--- src/rtl/apple2_ram_arbiter_pkg.sv ---
// rtl/apple2_ram_arbiter_pkg.sv - shared encodings and defaults for the RAM arbiter
package apple2_ram_arbiter_pkg;

    typedef enum logic [1:0] {
        ST_IDLE   = 2'd0,
        ST_ACCESS = 2'd1,
        ST_DONE   = 2'd2
    } state_t;

    localparam logic [1:0] OWN_VID = 2'd0;
    localparam logic [1:0] OWN_CPU = 2'd1;
    localparam logic [1:0] OWN_DMA = 2'd2;

    localparam int ACC_CYC_DEF    = 2;
    localparam int STARVE_MAX_DEF = 4;

    function automatic logic [1:0] grant_owner(input logic [2:0] grant);
        if (grant[OWN_DMA]) return OWN_DMA;
        if (grant[OWN_CPU]) return OWN_CPU;
        return OWN_VID;
    endfunction

endpackage

--- src/rtl/apple2_ram_prio.sv ---
// rtl/apple2_ram_prio.sv - one-hot requester selection for the RAM arbiter
module apple2_ram_prio
    import apple2_ram_arbiter_pkg::*;
(
    input  logic       vid_req_i,
    input  logic       cpu_req_i,
    input  logic       dma_req_i,
    input  logic       starve_full_i,
    output logic [2:0] grant_o
);

    // Video always wins; a starved DMA jumps ahead of the CPU only.
    always_comb begin
        grant_o = 3'b000;
        if (vid_req_i)                       grant_o[OWN_VID] = 1'b1;
        else if (dma_req_i && starve_full_i) grant_o[OWN_DMA] = 1'b1;
        else if (cpu_req_i)                  grant_o[OWN_CPU] = 1'b1;
        else if (dma_req_i)                  grant_o[OWN_DMA] = 1'b1;
    end

endmodule

--- src/rtl/apple2_ram_arbiter.sv ---
// rtl/apple2_ram_arbiter.sv - time-shares the RAM port between video, CPU and DMA
module apple2_ram_arbiter
    import apple2_ram_arbiter_pkg::*;
#(
    parameter int ADDR_W     = 18,
    parameter int ACC_CYC    = ACC_CYC_DEF,
    parameter int STARVE_MAX = STARVE_MAX_DEF
) (
    input  logic              mclk28,
    input  logic              reset_in,
    input  logic              vid_req,
    input  logic [ADDR_W-1:0] vid_addr,
    output logic              vid_ack,
    output logic [7:0]        vid_rdata,
    output logic              vid_rvalid,
    input  logic              cpu_req,
    input  logic              cpu_we,
    input  logic [ADDR_W-1:0] cpu_addr,
    input  logic [7:0]        cpu_wdata,
    input  logic              cpu_lc,
    input  logic              card_ram_we,
    input  logic              card_ram_rd,
    output logic              cpu_ack,
    output logic [7:0]        cpu_rdata,
    output logic              cpu_rvalid,
    output logic              cpu_rom,
    input  logic              dma_req,
    input  logic              dma_we,
    input  logic [ADDR_W-1:0] dma_addr,
    input  logic [7:0]        dma_wdata,
    output logic              dma_ack,
    output logic [7:0]        dma_rdata,
    output logic              dma_rvalid,
    output logic              mem_cs,
    output logic              mem_we,
    output logic [ADDR_W-1:0] mem_addr,
    output logic [7:0]        mem_din,
    input  logic [7:0]        mem_dout
);

    localparam int         SW       = $clog2(STARVE_MAX + 1);
    localparam logic [2:0] LAST_CYC = 3'(ACC_CYC - 1);

    state_t            state_q, state_d;
    logic [2:0]        cyc_q;
    logic [SW-1:0]     starve_q;
    logic [1:0]        owner_q;
    logic [ADDR_W-1:0] addr_q;
    logic [7:0]        wdata_q;
    logic              wr_q, mwe_q, rom_q;
    logic [7:0]        vid_rdata_q, cpu_rdata_q, dma_rdata_q;

    logic              starve_full;
    logic [2:0]        grant;
    logic              take;
    logic [ADDR_W-1:0] sel_addr;
    logic [7:0]        sel_wdata;
    logic              sel_wr, sel_mwe, sel_rom;

    assign starve_full = (starve_q == SW'(STARVE_MAX));

    apple2_ram_prio u_prio (
        .vid_req_i     (vid_req),
        .cpu_req_i     (cpu_req),
        .dma_req_i     (dma_req),
        .starve_full_i (starve_full),
        .grant_o       (grant)
    );

    assign take = (state_q == ST_IDLE) && (grant != 3'b000);

    always_comb begin
        sel_addr  = vid_addr;
        sel_wdata = 8'h00;
        sel_wr    = 1'b0;
        sel_mwe   = 1'b0;
        sel_rom   = 1'b0;
        if (grant[OWN_CPU]) begin
            sel_addr  = cpu_addr;
            sel_wdata = cpu_wdata;
            sel_wr    = cpu_we;
            // A protected card write still occupies a slot but never strobes mem_we.
            sel_mwe   = cpu_we && !(cpu_lc && !card_ram_we);
            sel_rom   = cpu_lc && !cpu_we && !card_ram_rd;
        end else if (grant[OWN_DMA]) begin
            sel_addr  = dma_addr;
            sel_wdata = dma_wdata;
            sel_wr    = dma_we;
            sel_mwe   = dma_we;
        end
    end

    always_ff @(posedge mclk28) begin
        if (reset_in) state_q <= ST_IDLE;
        else          state_q <= state_d;
    end

    always_comb begin
        state_d = state_q;
        case (state_q)
            ST_IDLE:   if (take) state_d = ST_ACCESS;
            ST_ACCESS: if (cyc_q == LAST_CYC) state_d = ST_DONE;
            ST_DONE:   state_d = ST_IDLE;
            default:   state_d = ST_IDLE;
        endcase
    end

    always_comb begin
        vid_ack    = 1'b0;
        cpu_ack    = 1'b0;
        dma_ack    = 1'b0;
        vid_rvalid = 1'b0;
        cpu_rvalid = 1'b0;
        dma_rvalid = 1'b0;
        mem_cs     = 1'b0;
        mem_we     = 1'b0;
        if (!reset_in) begin
            case (state_q)
                ST_IDLE: begin
                    vid_ack = grant[OWN_VID];
                    cpu_ack = grant[OWN_CPU];
                    dma_ack = grant[OWN_DMA];
                end
                ST_ACCESS: begin
                    mem_cs = 1'b1;
                    mem_we = mwe_q;
                end
                ST_DONE: begin
                    vid_rvalid = !wr_q && (owner_q == OWN_VID);
                    cpu_rvalid = !wr_q && (owner_q == OWN_CPU);
                    dma_rvalid = !wr_q && (owner_q == OWN_DMA);
                end
                default: ;
            endcase
        end
    end

    assign cpu_rom   = cpu_rvalid && rom_q;
    assign mem_addr  = addr_q;
    assign mem_din   = wdata_q;
    assign vid_rdata = vid_rdata_q;
    assign cpu_rdata = cpu_rdata_q;
    assign dma_rdata = dma_rdata_q;

    always_ff @(posedge mclk28) begin
        if (reset_in) begin
            cyc_q       <= 3'd0;
            starve_q    <= '0;
            owner_q     <= OWN_VID;
            addr_q      <= '0;
            wdata_q     <= 8'h00;
            wr_q        <= 1'b0;
            mwe_q       <= 1'b0;
            rom_q       <= 1'b0;
            vid_rdata_q <= 8'h00;
            cpu_rdata_q <= 8'h00;
            dma_rdata_q <= 8'h00;
        end else begin
            if (take) begin
                owner_q <= grant_owner(grant);
                addr_q  <= sel_addr;
                wdata_q <= sel_wdata;
                wr_q    <= sel_wr;
                mwe_q   <= sel_mwe;
                rom_q   <= sel_rom;
                cyc_q   <= 3'd0;
            end
            if (state_q == ST_ACCESS) begin
                cyc_q <= cyc_q + 3'd1;
                if (cyc_q == LAST_CYC && !wr_q) begin
                    case (owner_q)
                        OWN_VID: vid_rdata_q <= mem_dout;
                        OWN_CPU: cpu_rdata_q <= mem_dout;
                        OWN_DMA: dma_rdata_q <= mem_dout;
                        default: ;
                    endcase
                end
            end
            if ((take && grant[OWN_DMA]) || !dma_req) starve_q <= '0;
            else if (take && grant[OWN_CPU] && !starve_full) starve_q <= starve_q + SW'(1);
        end
    end

endmodule

--- config.mk ---
export PLATFORM = sky130hd
export DESIGN_NAME = apple2_ram_arbiter
export DESIGN_NICKNAME = d
export VERILOG_FILES = /design/src/rtl/apple2_ram_arbiter_pkg.sv /design/src/rtl/apple2_ram_prio.sv /design/src/rtl/apple2_ram_arbiter.sv
export SDC_FILE = /design/constraint.sdc
export NUM_CORES = 1
export LEC_CHECK = 0
export BUFFER_PORTS_ARGS = -buffer_cell sky130_fd_sc_hd__buf_2
export CORE_MARGIN = 4
export CORE_UTILIZATION = 45
export DETAILED_ROUTE_END_ITERATION = 7
export GPL_ROUTABILITY_DRIVEN = 0
export PLACE_DENSITY = 0.9
export REMOVE_ABC_BUFFERS = 1
export SYNTH_ARGS = -nofsm -noshare
export SYNTH_HDL_FRONTEND = slang
export SYNTH_SLANG_ARGS = --single-unit
--- constraint.sdc ---
create_clock -name mclk28 -period 2.2 [get_ports mclk28]
set_input_delay 0.33 -clock mclk28 [delete_from_list [all_inputs] [get_ports mclk28]]
set_output_delay 0.33 -clock mclk28 [all_outputs]
set_load 0.01 [all_outputs]
**Word level (Yosys, flattened, before mapping)**

Index checks and enable logic that the tools add are counted.
Widths: inputs -> output; s select.

- Flip-flop bits (word level): 63
- Bits of input ports: 88
- Output and inout port bits: 59

- $add $sub $neg: 2
- Equal/unequal tests: 8
- Muxes and demuxes: 47
- Reduce and logical (&&, ||, !) cells: 31

Operators with widths:

| kind | number |
|---|---|
| $mux 18 | 2 |
| $mux 1 | 33 |
| $mux 8 | 2 |
| $logic_and 1x1->1 | 14 |
| $mux 2 | 7 |
| $reduce_and 3->1 | 3 |
| $logic_not 1->1 | 7 |
| $add 3x1->3 const B | 2 |
| $mux 3 | 2 |
| $eq 2x1->1 const B | 2 |
| $eq 2x2->1 const B | 2 |
| $logic_not 2->1 | 2 |
| $ne 2x2->1 const B | 2 |
| $pmux 2 s2 | 1 |
| $eq 3x1->1 const B | 1 |
| $eq 3x3->1 const B | 1 |
| $reduce_bool 3->1 | 1 |
| $reduce_and 2->1 | 1 |
| $reduce_bool 2->1 | 1 |
| $reduce_or 2->1 | 1 |
| $logic_or 1x1->1 | 1 |

**Logic depth before layout (Yosys ltp)**

- Depth in word-level cells: 13
- Mapped depth: 8
- Gate-level depth less buffers: 6

**Hierarchy**

From an unflattened synthesis, not the netlist that was laid out.

- Cell total of the unflattened synthesis: 349
- Area, all modules: 3114.2 um^2

By module, submodules not included:

| module | instances | cells each | area each (um^2) |
|---|---|---|---|
| apple2_ram_arbiter | 1 | 344 | 3076.7 |
| apple2_ram_prio | 1 | 5 | 37.5 |

**Worst setup path before layout**

OpenSTA, ideal clock, no wires.

- Kind: flip-flop to output port
- Start: reg starve_q[0]
- End: out dma_ack
- Arrival: 1.303 ns
- Data required time: 1.870 ns
- Slack: 0.567 ns
- Stages on the path, launching flop included: 7
- Path buffers: 1
- Cell sequence: dfxtp_1 -> inv_1 -> ha_1 -> nand2_1 -> a21oi_1 -> and3b_1 -> clkbuf_1

- Word-level cells in the longest chain between the ends: 6

RTL lines:

| what | line | RTL |
|---|---|---|
| start: declaration | apple2_ram_arbiter.sv:46 | `logic [SW-1:0] starve_q;` |
| start signal: assignment | apple2_ram_arbiter.sv:180 | `else if (take && grant[OWN_CPU] && !starve_full) starve_q <= starve_q + SW'(1);` |
| $eq 3x3->1 | apple2_ram_arbiter.sv:60 | `assign starve_full = (starve_q == SW'(STARVE_MAX));` |
| $logic_and 1x1->1 | apple2_ram_prio.sv:16 | `else if (dma_req_i && starve_full_i) grant_o[OWN_DMA] = 1'b1;` |
| $mux 1 | apple2_ram_prio.sv:16 |  |
| $mux 2 | apple2_ram_prio.sv:15 | `if (vid_req_i) grant_o[OWN_VID] = 1'b1;` |
| $mux 1 | apple2_ram_arbiter.sv:118 | `case (state_q)` |
| $mux 1 | apple2_ram_arbiter.sv:117 | `if (!reset_in) begin` |
| end: declaration | apple2_ram_arbiter.sv:31 | `output logic dma_ack,` |

No other way between the ends.

**Final worst setup path**

- Start: reg starve_q[0]
- End: out cpu_ack

- Word-level cells in the longest chain between the ends: 6

RTL lines:

| what | line | RTL |
|---|---|---|
| $eq 3x3->1 | apple2_ram_arbiter.sv:60 |  |
| $logic_and 1x1->1 | apple2_ram_prio.sv:16 |  |
| $mux 1 | apple2_ram_prio.sv:16 |  |
| $mux 2 | apple2_ram_prio.sv:15 |  |
| $mux 1 | apple2_ram_arbiter.sv:118 |  |
| $mux 1 | apple2_ram_arbiter.sv:117 |  |
| end: declaration | apple2_ram_arbiter.sv:23 | `output logic cpu_ack,` |

No other way between the ends.

==> impl_metrics.ini <==
[outcome]
status = complete, no violations

[timing]
worst_pin_slew_ns = 1.05
fin_crit_ns = 2.06
setup_tns_ns = 0
fin_skew_ns = 0.00949
slew_violations = 0
maxSlewHeadroom = 0.296
fmax_mhz = 487
rsz0062_at_grt = false
finalCritPeriodShare = 0.934
hold_violations = 0
setup-violations-final = 0

[layout]
seq_area_mm2 = 0.00126
multi_input_area_mm2 = 0.00144
fin_util = 0.632
diodes = 0
drive_gt1_frac = 0.408
fillers = 509
nets = 518
area_growth_pct = 35.0

[drt]
wl_mm = 7.91
dr.pass1.iters = 4
via_count = 2664
wl_per_cell_um = 15.6
drc = 0
drt_iter0_markers = 95
ant_nets = 0
drt-vias-per-instance = 5.26

[synth]
synth_area_per_cell_um2 = 9.92
synth_cells = 281
ys_seq_elements = 63
netlist_area_mm2 = 0.00279
yosys_warnings = 0
synth.distinct_cells = 35
ys_seq_area_frac = 0.453

[clock_tree]
numCtsBuffers = 9
htreeDepth = 3
cts_hold_buf = 0
cts_tree = yes
insertion_delay_ns = 0.34
cts_sinks = 63
cts-root-buf = clkbuf_8
cts_buffer_depth = 2
path_clk_slew_ns = 0.07

[die]
core_mm2 = 0.00596
die_x_um = 86.7
dieArea_mm2 = 0.00752
ios = 147
start_util = 0.468
rows = 28
die_h_um = 86.7

[pwr]
leakage_uw = 0.00184
total_power_uw = 2600
peakVddDrop_v = 0.000452
pwr_density_cell_mw_per_mm2 = 691

[setup_path]
critPathLaunchType = register
crit_start = starve_q[0]
worst_r2r_path_depth = 4
reg2reg_to = vid_rdata[1]
arrival_ns = 1.73
critical_path_class = reg -> out
endpoint_kind = primary output
crit_end = cpu_ack
regToRegSetupSlack_ns = 0.24
r2r-start = state_q[0]
critPathMaxFanout = 9
crit_required_ns = 1.87

[placed_design]
dpl.hpwl_mm = 5.93
io_buffer_count = 146

[grt]
grt_pass1_vias = 2751
overflow = 0
grt_use_total = 0.209
antenna_found_initial = 0
grt_pass1_wl_mm = 12.5
grt_max_degree = 41

[min_path]
worstHoldPathType = in -> reg

[flow_run]
cap_violations = 0
==> routing by layer <==
layer,vias to the layer above,routed length [um],track usage
met2,109,4120,0.372
li1,1325,-,-
met5,-,0,0
met4,0,180,0.0949
met1,1213,3010,0.232
met3,17,603,0.0561
==> cells in the mapped netlist (all sizes together) <==
cell,count,area share
o22ai,18,0.040
ha,4,0.018
a211oi,18,0.048
nor3b,1,0.0027
nor4,1,0.0022
nor4b,3,0.015
and4bb,1,0.0045
a31oi,2,0.0045
or4b,1,0.0036
inv,5,0.0067
and4b,3,0.011
clkbuf,8,0.011
dfxtp,63,0.45
nor3,6,0.014
nand2,13,0.018
nand3,5,0.011
buf,10,0.024
a21bo,1,0.0036
a211o,2,0.0063
and2,9,0.020
and3b,2,0.0063
a2111oi,1,0.0099
nor2,37,0.050
nor2b,2,0.0045
mux2i,42,0.15
xor2,2,0.0063
a221o,8,0.029
xnor2,1,0.0031
nand2b,5,0.011
a21oi,7,0.013
==> cells in the final DEF, fill, tap and decap left out, types with 3 or more instances in the layout <==
master and count:
buf_2 146, clkinv_4 3, ha_1 4, nand2_1 13, dfxtp_1 63, and2_1 9
mux2i_1 42, o22ai_1 18, clkbuf_8 9, a211oi_1 18, nand3_1 4, a221o_1 8
nand2b_1 5, nor2_1 37, a21oi_1 6, nor3_1 4, inv_1 5, buf_4 5
and4b_1 3
==> power breakdown <==
group | switching (uW) | internal (uW) | total, uW | leakage, uW
clock | 476 | 419 | 896 | 0.0000902
combinational | 238 | 209 | 447 | 0.00124
sequential | 49.3 | 1210 | 1260 | 0.000515
==> worst min path at each step <==
stage          slack [ns]    endpoint    startpoint  cells past startpoint
6_report             0.22  mem_din[7]  dma_wdata[7]                      2
5_1_grt              0.22  mem_din[0]  dma_wdata[0]                      2
4_1_cts              0.21  mem_din[2]  dma_wdata[2]                      2
3_5_place_dp         0.46       rom_q         rom_q                      2
3_3_place_gp         0.45       rom_q         rom_q                      2
2_1_floorplan        0.40    cyc_q[0]      reset_in                      1
==> state kept, by name (all words and copies together) (netlist names), 2 cells and up <==
signal     cells
mem_addr      18
cpu_rdata      8
dma_rdata      8
mem_din        8
vid_rdata      8
cyc_q          3
starve_q       3
owner_q        2
state_q        2
==> kinds of logic (layout without fill, tap and decap cells) <==
logic type	Yosys count	after routing	synth area share
compound gates	57	57	0.154
xor+xnor	3	3	0.00943
fa+ha+maj	4	4	0.0180
buf+inv	23	172	0.0413
flops	63	63	0.453
mux	42	42	0.151
simple gates	89	90	0.173
==> timing repair <==
| action | CTS | global route |
|---|---|---|
| endpoints found under the setup margin | 1 | 8 |
| setup buffers | 1 | 0 |
| gates resized for setup | 1 | 0 |
| cloned | 0 | 1 |
| pin swaps | 1 | 1 |
| hold endpoints to repair | 0 | 0 |
==> metrics by stage <==
step / cells / setup WS [ns] / hold WS, ns / cell area (um2)
finish: 506 / 0.145 / 0.225 / 3760
global route: 506 / 0.0248 / 0.225 / 3760
CTS: 505 / 0.0432 / 0.214 / 3750
detailed placement: 488 / 0.0344 / 0.458 / 3560
global placement: 488 / 0.123 / 0.449 / 3560
floorplan: 263 / -0.711 / 0.399 / 2690
==> worst max-delay path, cell delays in order (launching register included) <==
cell,delay [ns]
dfxtp_1,0.33
inv_1,0.07
ha_1,0.21
nand3_1,0.20
and4b_1,0.39
buf_2,0.19
==> final cells by class <==
cell class / count / area share
timing repair buffer: 151 / 0.204
sequential: 63 / 0.335
inverter: 5 / 0.00499
clock buffer: 9 / 0.0329
multi-input combinational: 196 / 0.383
clock inverter: 7 / 0.0150
tap: 75 / 0.0250
No activity file was read; power rests on OpenSTA's default activity.
